File: src/rtl/ex_div.sv
// ex_div: iterative 32-bit restoring divider for MIPS DIV/DIVU.
// It stalls the front of the pipeline and presents {remainder, quotient} for one cycle.
module ex_div (
    input  logic        clk,
    input  logic        rst,
    input  logic        start,
    input  logic        sign,
    input  logic        flush,
    input  logic [31:0] a,
    input  logic [31:0] b,
    output logic        stall,
    output logic        done,
    output logic [63:0] result
);
    typedef enum logic [1:0] {IDLE, BUSY, DONE} state_t;
    state_t      state;
    logic [31:0] r, q, bm, am, bv;
    logic [4:0]  cnt;
    logic        neg_q, neg_r;
    logic [32:0] r_sh;
    logic [33:0] trial;
    logic        unused_trial;
    assign am = (sign & a[31]) ? -a : a;
    assign bv = (sign & b[31]) ? -b : b;
    assign r_sh = {r, q[31]};
    // The remainder stays below |b| between steps, so 32 bits hold it once the trial succeeds.
    assign trial = {1'b0, r_sh} - {2'b0, bm};
    assign unused_trial = trial[32];
    assign done = state == DONE;
    assign stall = rst & ~flush & ((state == IDLE & start) | state == BUSY);
    assign result = {neg_r ? -r : r, neg_q ? -q : q};
    always_ff @(posedge clk or negedge rst) begin
        if (!rst) begin
            state <= IDLE;
            r     <= '0;
            q     <= '0;
            bm    <= '0;
            cnt   <= '0;
            neg_q <= 1'b0;
            neg_r <= 1'b0;
        end else if (flush) begin
            state <= IDLE;
            cnt   <= '0;
        end else begin
            case (state)
                IDLE: if (start) begin
                    r     <= '0;
                    q     <= am;
                    bm    <= bv;
                    cnt   <= '0;
                    neg_q <= sign & (a[31] ^ b[31]);
                    neg_r <= sign & a[31];
                    state <= BUSY;
                end
                BUSY: begin
                    r     <= trial[33] ? r_sh[31:0] : trial[31:0];
                    q     <= {q[30:0], ~trial[33]};
                    cnt   <= cnt + 5'd1;
                    state <= (cnt == 5'd31) ? DONE : BUSY;
                end
                default: state <= IDLE;
            endcase
        end
    end
endmodule
File: config.mk
export PLATFORM = sky130hd
export DESIGN_NAME = ex_div
export DESIGN_NICKNAME = d
export VERILOG_FILES = /design/src/rtl/ex_div.sv
export SDC_FILE = /design/constraint.sdc
export NUM_CORES = 1
export LEC_CHECK = 0
export ABC_AREA = 1
export CAP_MARGIN = 10
export CORE_ASPECT_RATIO = 0.6
export CORE_MARGIN = 2
export CORE_UTILIZATION = 51
export CTS_CLUSTER_DIAMETER = 200
export DETAILED_ROUTE_END_ITERATION = 8
export PLACE_DENSITY = 0.78
export SLEW_MARGIN = 20
export SYNTH_ARGS = -nofsm -noshare
export SYNTH_HDL_FRONTEND = slang
export SYNTH_SLANG_ARGS = --single-unit
export TNS_END_PERCENT = 10
File: constraint.sdc
create_clock -name clk -period 6.4 [get_ports clk]
set_input_delay 1.92 -clock clk [delete_from_list [all_inputs] [get_ports clk]]
set_output_delay 1.92 -clock clk [all_outputs]
set_load 0.02 [all_outputs]
==> results.json <==
{
  "async_reset_ff_share_pct": 100,
  "dpl-instance-area_um2": 12300,
  "syn_to_final_growth_pct": 16.6,
  "timing.setup.tns_ps": 0,
  "ys_types": 47,
  "slowest_delay_ps": 940,
  "worst_clock_skew_ps": 10.3,
  "ys_warn_count": 0,
  "synthesis.nets": 1909,
  "startpoint_type": "register",
  "clock_tree_from_tritoncts": "done",
  "layout.cells.most_common": "nand2_1",
  "std_cell_rows": 41,
  "clk_pin_slew_worst_paths_ps": 70,
  "fmax_achieved_mhz": 184,
  "max-slew-margin-rel_pct": 39.0,
  "synth_cells": 1801,
  "die_width_um": 192,
  "status": "finished clean",
  "clock_tree.htree_level_count": 3,
  "combinational_cell_fraction_of_total_power_pct": 56.7,
  "grt_use_total_pct": 33.4,
  "hold_violations": 0,
  "initial_core_util_pct": 51.7,
  "unrepaired_setup_endpoints_after_global_routing": "false",
  "post_layout_nonfiller_instances": 2188,
  "global_route_wire_length_before_repair_um": 56700,
  "drt-initial-drc-count": 1346,
  "pwrdens_nw_per_um2": 262,
  "route.vias.total": 11800,
  "clock_tree.root_cell": "clkbuf_16",
  "worst_setup_path_end_kind": "output port",
  "power.sequential.fraction_pct": 26.2,
  "critical_path.cell_chain": "clkinv_1, a21oi_1, nor2_1, o21ai_0, xor2_1, clkdlybuf4s50_1",
  "grt.overflow.total": 0,
  "postSynth.topFlopCell": "dfrtp_1",
  "max-clock-path-buffers": 2,
  "setup_viol": 0,
  "final_cell_area_um2": 12600,
  "total_leakage_power_nw": 6.62,
  "register_area_um2": 2630,
  "worst_ir_drop_vdd_v": 0.000183,
  "worst_r2r_start": "r[22]$_DFFE_PN0P_",
  "layout_common_cells": "nand2_1, inv_1, nor2_1, nand3_1, clkdlybuf4s50_1",
  "total_power_mw": 3.30,
  "finalWeightedCongestion": 1.03,
  "post_synth.cell_area_avg_um2": 6.00,
  "hold_path.class": "register to register",
  "maxCapViolCount": 0,
  "worst-path-max-fanout": 25,
  "grt_antenna_before_repair": 0,
  "buffer_ports.inserted": 134,
  "post_route_cells_drive_above_1_share_pct": 4.19,
  "worst_pin_slew_ps": 915,
  "multi_input_comb_area_um2": 6860,
  "clock_power_share_pct": 17.1,
  "finalWirelength_um": 36500,
  "cts_made_buffers": 9,
  "firstDrtPassIters": 5,
  "placed_cells_incl_taps": 2172,
  "n_fill_cell": 2112,
  "synth-edff-count": 0,
  "layout_worst_path_cycle_share_pct": 85.1,
  "floorplan.core_area_um2": 20900,
  "detail_routed_via_count_per_cell": 5.41,
  "critical_path_data_arrival_time_ps": 3530,
  "insertion_delay_ps": 360,
  "antenna_cells_inserted": 0,
  "net-switching-power_mw": 1.53,
  "hold_path.startpoint": "bm[26]$_DFFE_PN0P_",
  "power.share.switching_pct": 46.4,
  "antenna_left": 0,
  "yosysSeqAreaShare_pct": 24.3,
  "ioPinCount": 135,
  "first_global_vias": 10300,
  "timing.critical_path.from": "neg_q$_DFFE_PN0P_",
  "ctsResizeCount": 0,
  "grt_max_degree": 59,
  "criticalPathCategory": "register to output port",
  "drcViolationCount": 0,
  "netlist_area_um2": 10800,
  "master_of_the_slowest_instance_on_the_critical_path": "dfrtp_1",
  "post_drt_wl_per_cell_um": 16.7,
  "slew_viol_final": 0,
  "critical_path_required_ps": 4480,
  "power_report.internal_total_mw": 1.77,
  "clock_sink_count": 105,
  "cts_setup_buffers": 0,
  "hpwl_um": 29800,
  "layout.nets": 2012,
  "die_area_um2": 22400,
  "period_minus_slack_ps": 5450,
  "hold_buf_count_cts": 0,
  "floorplan.die.height_um": 117,
  "synth.ff_latch_count": 105
}
==> critical path: cells and delay by family (launching register included) <==
kind | cells | cell delay, ps
AND/OR/NAND/NOR | 1 | 110
XOR/XNOR | 1 | 170
AO/OA/AOI/OAI | 2 | 510
buffers and inverters | 2 | 1410
flip-flops | 1 | 940
==> metrics by stage <==
stage	hold WS [ps]	setup slack [ps]	util, %
after detailed placement	466	1170	58.9
after global placement	465	1170	58.9
after global routing	501	802	60.4
after floorplan	449	2130	-
after CTS	483	1050	60.4
final	482	953	60.4
==> power groups by stage <==
| stage | Combinational (mW) | Sequential, mW | Clock (mW) |
|---|---|---|---|
| 2_1_floorplan | 1.21 | 0.829 | 0 |
| 3_3_place_gp | 1.82 | 0.868 | 0 |
| 3_5_place_dp | 1.83 | 0.871 | 0 |
| 4_1_cts | 1.84 | 0.859 | 0.575 |
| 5_1_grt | 2.05 | 0.875 | 0.602 |
| 6_report | 1.87 | 0.864 | 0.565 |
==> final timing paths <==
path / to / slack [ps] / cells past startpoint
max reg2reg: r[23]$_DFFE_PN0P_ / 3570 / 12
max in group asynchronous: r[16]$_DFFE_PN0P_ / 3440 / 3
max: result[13] / 950 / 6
min in group asynchronous: q[3]$_DFFE_PN0P_ / 1770 / 2
min: bm[26]$_DFFE_PN0P_ / 480 / 2
min reg2reg: bm[26]$_DFFE_PN0P_ / 480 / 2
==> cell usage after synthesis, types with 2 or more instances <==
library cell  count  area (um^2)
nand2_1         570         2140
inv_1           272         1020
nor2_1          164          616
nand3_1         162          811
dfrtp_1         105         2630
o21ai_0          89          445
xor2_1           77          674
a21oi_1          59          295
nand4_1          40          250
ha_1             38          475
nor3_1           29          145
clkbuf_1         27          101
o21ai_1          20          100
xnor2_1          19          166
buf_2            13         65.1
inv_2            11         41.3
nor2_2           11         68.8
nand3b_1         10         75.1
o211ai_1         10         75.1
nand2_2           6         37.5
or2_2             6         37.5
buf_6             5         56.3
nor3_2            5         50.1
nor4_1            5         31.3
a31oi_1           4         25.0
and2_1            4         25.0
nand3_2           4         40.0
o21ai_2           4         35.0
o22ai_1           4         25.0
buf_1             3         11.3
a21oi_2           2         17.5
a22oi_1           2         15.0
buf_4             2         15.0
clkinv_1          2         7.51
nand2_4           2         22.5
nor2_4            2         22.5
o21bai_1          2         15.0
o221ai_1          2         17.5
==> cell type report <==
type                    instances  area share (%)
well taps                     279            2.77
repair buffers                142            11.1
clock buffers                  11            1.93
inverters                     285            8.49
multi-input cells            1361            54.4
clock inverters                 5           0.427
flip-flops and latches        105            20.8
==> flip-flops by register name (all words and copies together), names as in the netlist <==
name   flops
neg_r      1
state      2
q         32
bm        32
cnt        5
neg_q      1
r         32
==> logic make-up (layout without fill, tap and decap cells) <==
kind of cell               Yosys count  in the layout  share of synthesized area, %
xor gates and xnor gates            96             96                          7.78
DFF                                105            105                          24.3
adders and majority gates           39             39                          4.59
buffers and inverters              335            443                          12.2
and+or+nand+nor                   1023           1023                          40.8
AOI/OAI and AO/OA                  203            203                          10.3
==> per-layer routing <==
metal | GRT usage (%) | vias up | wire length, um
met5 | 0 | - | 0
met4 | 4.77 | 0 | 289
met3 | 12.2 | 23 | 5300
met2 | 39.1 | 595 | 12000
met1 | 55.4 | 5328 | 18800
li1 | - | 5896 | -
No activity file was read; power rests on OpenSTA's default activity.
